### config.mk
export PLATFORM = sky130hd
export DESIGN_NAME = regfile_mp_sb
export DESIGN_NICKNAME = d
export VERILOG_FILES = /design/src/rtl/regfile_mp_sb.sv
export SDC_FILE = /design/constraint.sdc
export NUM_CORES = 2
export LEC_CHECK = 0
export CORE_ASPECT_RATIO = 0.5
export CORE_UTILIZATION = 40
export DETAILED_ROUTE_END_ITERATION = 10
export PLACE_DENSITY_LB_ADDON = 0.2
export SYNTH_ARGS = -nofsm -noshare
export SYNTH_HDL_FRONTEND = slang
export SYNTH_SLANG_ARGS = --single-unit
### constraint.sdc
create_clock -name clk -period 3 [get_ports clk]
set_clock_uncertainty 0.1 [all_clocks]
set_input_delay 0.3 -clock clk [delete_from_list [all_inputs] [get_ports clk]]
set_output_delay 0.3 -clock clk [all_outputs]
set_load 0.05 [all_outputs]
### src/rtl/regfile_mp_sb.sv
// Multi-ported integer register file (NRD read / NWR write-back ports) with
// same-cycle write-to-read bypass and a per-register busy scoreboard.
module regfile_mp_sb #(
  parameter int NUM_REGS = 32,
  parameter int XLEN     = 32,
  parameter int RSLEN    = $clog2(NUM_REGS),
  parameter int NRD      = 4,
  parameter int NWR      = 2
) (
  input  logic                 clk,
  input  logic                 rst,
  input  logic [NRD*RSLEN-1:0] rd_addr,
  output logic [NRD*XLEN-1:0]  rd_data,
  output logic [NRD-1:0]       rd_busy,
  input  logic [NWR-1:0]       wb_e,
  input  logic [NWR*RSLEN-1:0] wb_addr,
  input  logic [NWR*XLEN-1:0]  wb_data,
  input  logic                 iss_e,
  input  logic [RSLEN-1:0]     iss_addr,
  output logic                 iss_ok,
  input  logic                 flush,
  output logic [NUM_REGS-1:0]  busy_vec,
  output logic                 wr_conflict
);

  logic [XLEN-1:0]     rf [NUM_REGS];
  logic [NWR-1:0]      we;
  logic                iss_hit;
  logic                conflict_nxt;
  logic [NUM_REGS-1:0] busy_nxt;

  always_comb begin
    for (int j = 0; j < NWR; j++) begin
      we[j] = wb_e[j] & (wb_addr[j*RSLEN +: RSLEN] != '0);
    end
  end

  // Read side: later write ports override earlier ones, register 0 forced to zero
  for (genvar i = 0; i < NRD; i++) begin : g_rd
    logic [RSLEN-1:0] ra;
    logic [XLEN-1:0]  data_c;
    logic             hit_c;

    always_comb begin
      ra     = rd_addr[i*RSLEN +: RSLEN];
      data_c = rf[ra];
      hit_c  = 1'b0;
      for (int j = 0; j < NWR; j++) begin
        if (we[j] && (wb_addr[j*RSLEN +: RSLEN] == ra)) begin
          data_c = wb_data[j*XLEN +: XLEN];
          hit_c  = 1'b1;
        end
      end
      if (ra == '0) data_c = '0;
      rd_data[i*XLEN +: XLEN] = data_c;
      rd_busy[i]              = busy_vec[ra] & ~hit_c;
    end
  end

  // Issue / scoreboard next state: flush > issue set > write-back clear > hold
  always_comb begin
    iss_hit      = 1'b0;
    conflict_nxt = 1'b0;
    for (int j = 0; j < NWR; j++) begin
      if (we[j] && (wb_addr[j*RSLEN +: RSLEN] == iss_addr)) iss_hit = 1'b1;
      for (int k = j + 1; k < NWR; k++) begin
        if (we[j] && we[k] &&
            (wb_addr[j*RSLEN +: RSLEN] == wb_addr[k*RSLEN +: RSLEN]))
          conflict_nxt = 1'b1;
      end
    end

    iss_ok = iss_e & ~flush & ((iss_addr == '0) | ~busy_vec[iss_addr] | iss_hit);

    busy_nxt = busy_vec;
    for (int j = 0; j < NWR; j++) begin
      if (we[j]) busy_nxt[wb_addr[j*RSLEN +: RSLEN]] = 1'b0;
    end
    if (iss_ok && (iss_addr != '0)) busy_nxt[iss_addr] = 1'b1;
    if (flush) busy_nxt = '0;
    busy_nxt[0] = 1'b0;
  end

  // State update
  always_ff @(posedge clk or negedge rst) begin
    if (!rst) begin
      for (int r = 0; r < NUM_REGS; r++) rf[r] <= '0;
      busy_vec    <= '0;
      wr_conflict <= 1'b0;
    end else begin
      for (int j = 0; j < NWR; j++) begin
        if (we[j]) rf[wb_addr[j*RSLEN +: RSLEN]] <= wb_data[j*XLEN +: XLEN];
      end
      busy_vec    <= busy_nxt;
      wr_conflict <= conflict_nxt;
    end
  end

endmodule

* Word level (Yosys, flattened, before mapping)
Cells that the tools add are included.
Cells by class: $lt $le $gt $ge 18, eq/ne operators 11, mux-type cells 63, bitwise operators 27, reduce and logical (&&, ||, !) cells 26
Operator list (count):
- $bwmux W1024 | 2
- $mux W1024 | 2
- $mux W32 | 26
- $bmux W32 S5 | 4
- $demux W32 S5 | 2
- $and A32 B32 Y32 | 2
- $not A32 Y32 | 2
- $eq A5 B5 Y1 | 11
- $lt A5 B6 Y1 const B | 7
- $ge A6 B6 Y1 const B | 6
- $not A5 Y6 | 6
- $or A32 B32 Y32 | 1
- $bmux W1 S5 | 5
- $logic_not A5 Y1 | 5
- $mux W1 | 19
- $logic_and A1 B1 Y1 | 18
- $demux W1 S5 | 3
- $ge A5 B1 Y1 const B | 3
- $reduce_bool A5 Y1 | 3
- $lt A6 B1 Y1 const B | 2
- $and A1 B1 Y1 | 8
- $not A1 Y1 | 6
- $or A1 B1 Y1 | 2
Storage, ports and cells: bits in registers 1056, output and inout port bits 166, word-level logic and storage cells 179

* Longest topological paths before layout
depth after elaboration 12, mapped depth 11, gate-level depth less buffers 6

* Least setup slack after synthesis
Ideal clock, no wire load.
path type input to output, start in wb_addr[0], end out rd_busy[0], arrival 2965 ps, required time 2600 ps, slack -365 ps, cell stages on the path 9, path buffers 4, cells stage by stage buf_4 > or2_1 > buf_4 > o41ai_4 > or4_1 > buf_4 > buf_4 > nand2_1 > a211oi_1
Between the ends: cells in the longest elaborated chain, start to end 7
Ends and longest elaborated chain:
- start, declared | RTL line 16 | input logic [NWR*RSLEN-1:0] wb_addr,
- $reduce_bool A5 Y1 | RTL line 34 | we[j] = wb_e[j] & (wb_addr[j*RSLEN +: RSLEN] != '0);
- $and A1 B1 Y1 | RTL line 34
- $logic_and A1 B1 Y1 * | RTL line 49 | if (we[j] && (wb_addr[j*RSLEN +: RSLEN] == ra)) begin
- $mux W1 * (2 in series) | RTL line 49
- $not A1 Y1 * | RTL line 56 | rd_busy[i] = busy_vec[ra] & ~hit_c;
- $and A1 B1 Y1 * | RTL line 56
- end, declared | RTL line 14 | output logic [NRD-1:0] rd_busy,
Mark *: on every way between the ends. The rest lies on a longest branch, timed or not.

* Worst setup path after layout
start reg rf[597] (netlist name), end out rd_data[21]
Between the ends: cells in the longest elaborated chain, start to end 6
Ends and longest elaborated chain:
- start, declared | RTL line 26 | logic [XLEN-1:0] rf [NUM_REGS];
- start signal, assigned by index | RTL line 92 | if (we[j]) rf[wb_addr[j*RSLEN +: RSLEN]] <= wb_data[j*XLEN +: XLEN];
- $bmux W32 S5 | RTL line 46 | data_c = rf[ra];
- $mux W32 (not written as such) (2 in series) | RTL line 46
- $mux W32 (2 in series) | RTL line 49
- $mux W32 | RTL line 54 | if (ra == '0) data_c = '0;
- end, declared | RTL line 13 | output logic [NRD*XLEN-1:0] rd_data,
Every way passes these cells. The select of a mux whose other input is x is not followed.

==> metrics.txt <==
synthesized cell area=85700 sq um; Longest Clk Path Bufs=3; vias per std cell=7.08; ys async rst share=100%; first-pass detailed-route iteration total=11; Net Count, Synth=8172; most frequent cells in the layout=mux2i_1, mux4_2, dfrtp_1; Worst Path Buf+Inv=2; startpoint type of the worst setup path=flip-flop; worst vdd ir=0.507 mV; total grt overflow=0; I/O pin count=271; Global Route Usage Sum=42.9%; TritonCTS buffer count=114; Post-Synthesis Cells=8067; layout cells sized above 1=38.2%; Cell Rows=119; max incr delay on CP=0.68 ns; Root Buffer=clkbuf_16; wire per inst=40.7 um; Skew-Pair Late Insertion Delay=0.76 ns; Clock H-tree levels=3; gpl congestion=1.01; area grow syn2layout=28.7%; critical path class=reg -> out; Synthesis Warnings=0; number of global-route vias before repair=77700; status=complete, but fails checks; DP HPWL=320000 um; Slew HR=34.5%; largest net degree at the start of global routing=93; Worst R2R Start=busy_vec[23]$_DFF_PN0_; Starting DRT DRC Count=14500; unrepaired setup endpoints after global routing=yes; min-delay src=wb_data[62]; synthesized area per cell=10.6 sq um; final period demand of the worst path=3.47 ns; DP Worst Slack=-0.781 ns; crit path cell chain=buf_6 -> mux4_2 -> mux4_2 -> a2111oi_4 -> nor3_2 -> buf_6; post-synthesis register bit count=1056; WP data required=2.60 ns; clock net sink count=1056; die area=216000 sq um; nets=8825; Final Instance Area=110000 sq um; crit path from=rf[597]$_DFF_PN0_; Highest Clock Rate=288 MHz; pwr/cell area=597 nW/um^2; Starting Density=40.5%; core area=212000 sq um; Max FO, Critical Path=4; detailed-route via count=82500; Hold Path Class=in -> reg; Setup violations, final=118; Final period util=116%; slack of the critical path=-0.470 ns; count of cell types in the netlist=73; violated checks=design-rule violations, negative setup slack; slowest CP cell=mux4_2; Die Ht=329 um; Final ANT Viol Nets=0; antenna violations before repair=16; ys flop type=dfrtp_1; Area after DPL=100000 sq um; CTS tree=built; most common cell after layout, fill and taps aside=mux2i_1; DRC violations left=2; Max Cap Viol=0; count of pins over their slew limit=0; final hold viol count=0; Pleak=0.0458 uW; # port buffers=269; Worst-Margin Slew=0.979 ns; register area share after synthesis=30.8%; setup TNS=-16.05 ns; Worst Path Arrival=3.07 ns; Worst path top cell family by delay=multiplexers; Reg clk slew, reported paths=0.07 ns; first-pass GRT wire length=648000 um; Setup crit end kind=primary output; number of flops mapped to enable cells by yosys=0; DIE WIDTH=657 um; hold_ws=0.187 ns; final wirelength=475000 um
## sequential cells by signal, summed over array words and instances, names as in the netlist
| register | flops |
|---|---|
| rf | 1024 |
| wr_conflict | 1 |
| busy_vec | 31 |
## power by group
group	leakage, uW	switching [uW]	internal [uW]
clock network	0.00191	6950	8580
registers	0.0129	4960	17800
logic	0.0310	13100	14500
total	0.0458	25000	40900
## per-layer routing
layer | global-route usage, % | vias up | part of all wire [%]
li1 | - | 31900 | -
met1 | 55.4 | 41400 | 36
met2 | 56.5 | 7462 | 39
met3 | 20.0 | 1669 | 17
met4 | 29.7 | 17 | 8.4
met5 | 0.702 | - | 0.084
## path summary, 6_finish.rpt
| check | to | slack [ns] | depth (start not counted) |
|---|---|---|---|
| max | rd_data[21] | -0.47 | 6 |
| min | rf[126]$_DFF_PN0_ | 0.19 | 3 |
| max reg2reg | busy_vec[26]$_DFF_PN0_ | 0.58 | 9 |
| min reg2reg | rf[1021]$_DFF_PN0_ | 0.34 | 0 |
| max in group asynchronous | rf[61]$_DFF_PN0_ | 0.52 | 4 |
| min in group asynchronous | rf[417]$_DFF_PN0_ | 0.56 | 3 |
## cells in the mapped netlist (21+ instances only)
master | number | area (sq um)
nor4_1 | 40 | 250
o221ai_1 | 41 | 359
mux2i_1 | 1336 | 13400
nor3_1 | 54 | 270
dfrtp_1 | 1056 | 26400
a22oi_1 | 203 | 1520
nand2_1 | 788 | 2960
nand3_1 | 63 | 315
buf_2 | 275 | 1380
clkbuf_1 | 597 | 2240
buf_1 | 96 | 360
nor2_1 | 620 | 2330
o21ai_0 | 651 | 3260
nand2b_1 | 41 | 257
mux4_2 | 1021 | 23000
a21oi_1 | 625 | 3130
buf_4 | 73 | 548
and2_1 | 21 | 131
nand3b_1 | 21 | 158
xor2_1 | 21 | 184
xnor2_1 | 34 | 298
a31oi_1 | 72 | 450
o22ai_1 | 46 | 288
nor2b_1 | 45 | 282
a211oi_1 | 37 | 278
## cell type report
class	count	area (sq um)
Inverter	14	58.8
Timing Repair Buffer	1582	18100
Multi-Input combinational cell	5952	58200
Tap cell	2843	3560
Clock inverter	47	611
Fill cell	18400	101000
Sequential cell	1056	26600
Clock buffer	160	3290
Antenna cell	6	15.0
## cell families after synthesis
group,after synthesis,share of synthesized area [%]
multiplexers,2373,42.6
AND/OR/NAND/NOR,1777,8.97
AO/OA/AOI/OAI,1746,11.6
buffers and inverters,1059,5.39
flip-flops,1056,30.8
XOR/XNOR,55,0.562
other,1,0.00437
## stage by stage
stage,total power [uW],util [%],instances
floorplan,36600,-,8067
global placement,45900,47.4,11100
detailed placement,46300,47.4,11100
CTS,63900,51.3,11600
global route,67700,52.1,11700
finish,65900,52.1,11700
## what timing repair did
item                                   CTS  global route
setup endpoints to repair              133           131
hold buffers                             3             0
cloned                                   1             3
endpoints found under the hold margin  603             0
resized for setup                      597           321
buffers inserted                       286            80
pin swaps                              172           147
## tightest hold or removal path, cell delays in order
cell and delay [ns]:
clkdlybuf4s50_1 0.55, nand2_1 0.10, o21ai_0 0.07
Power figures use the tool's default switching activity.
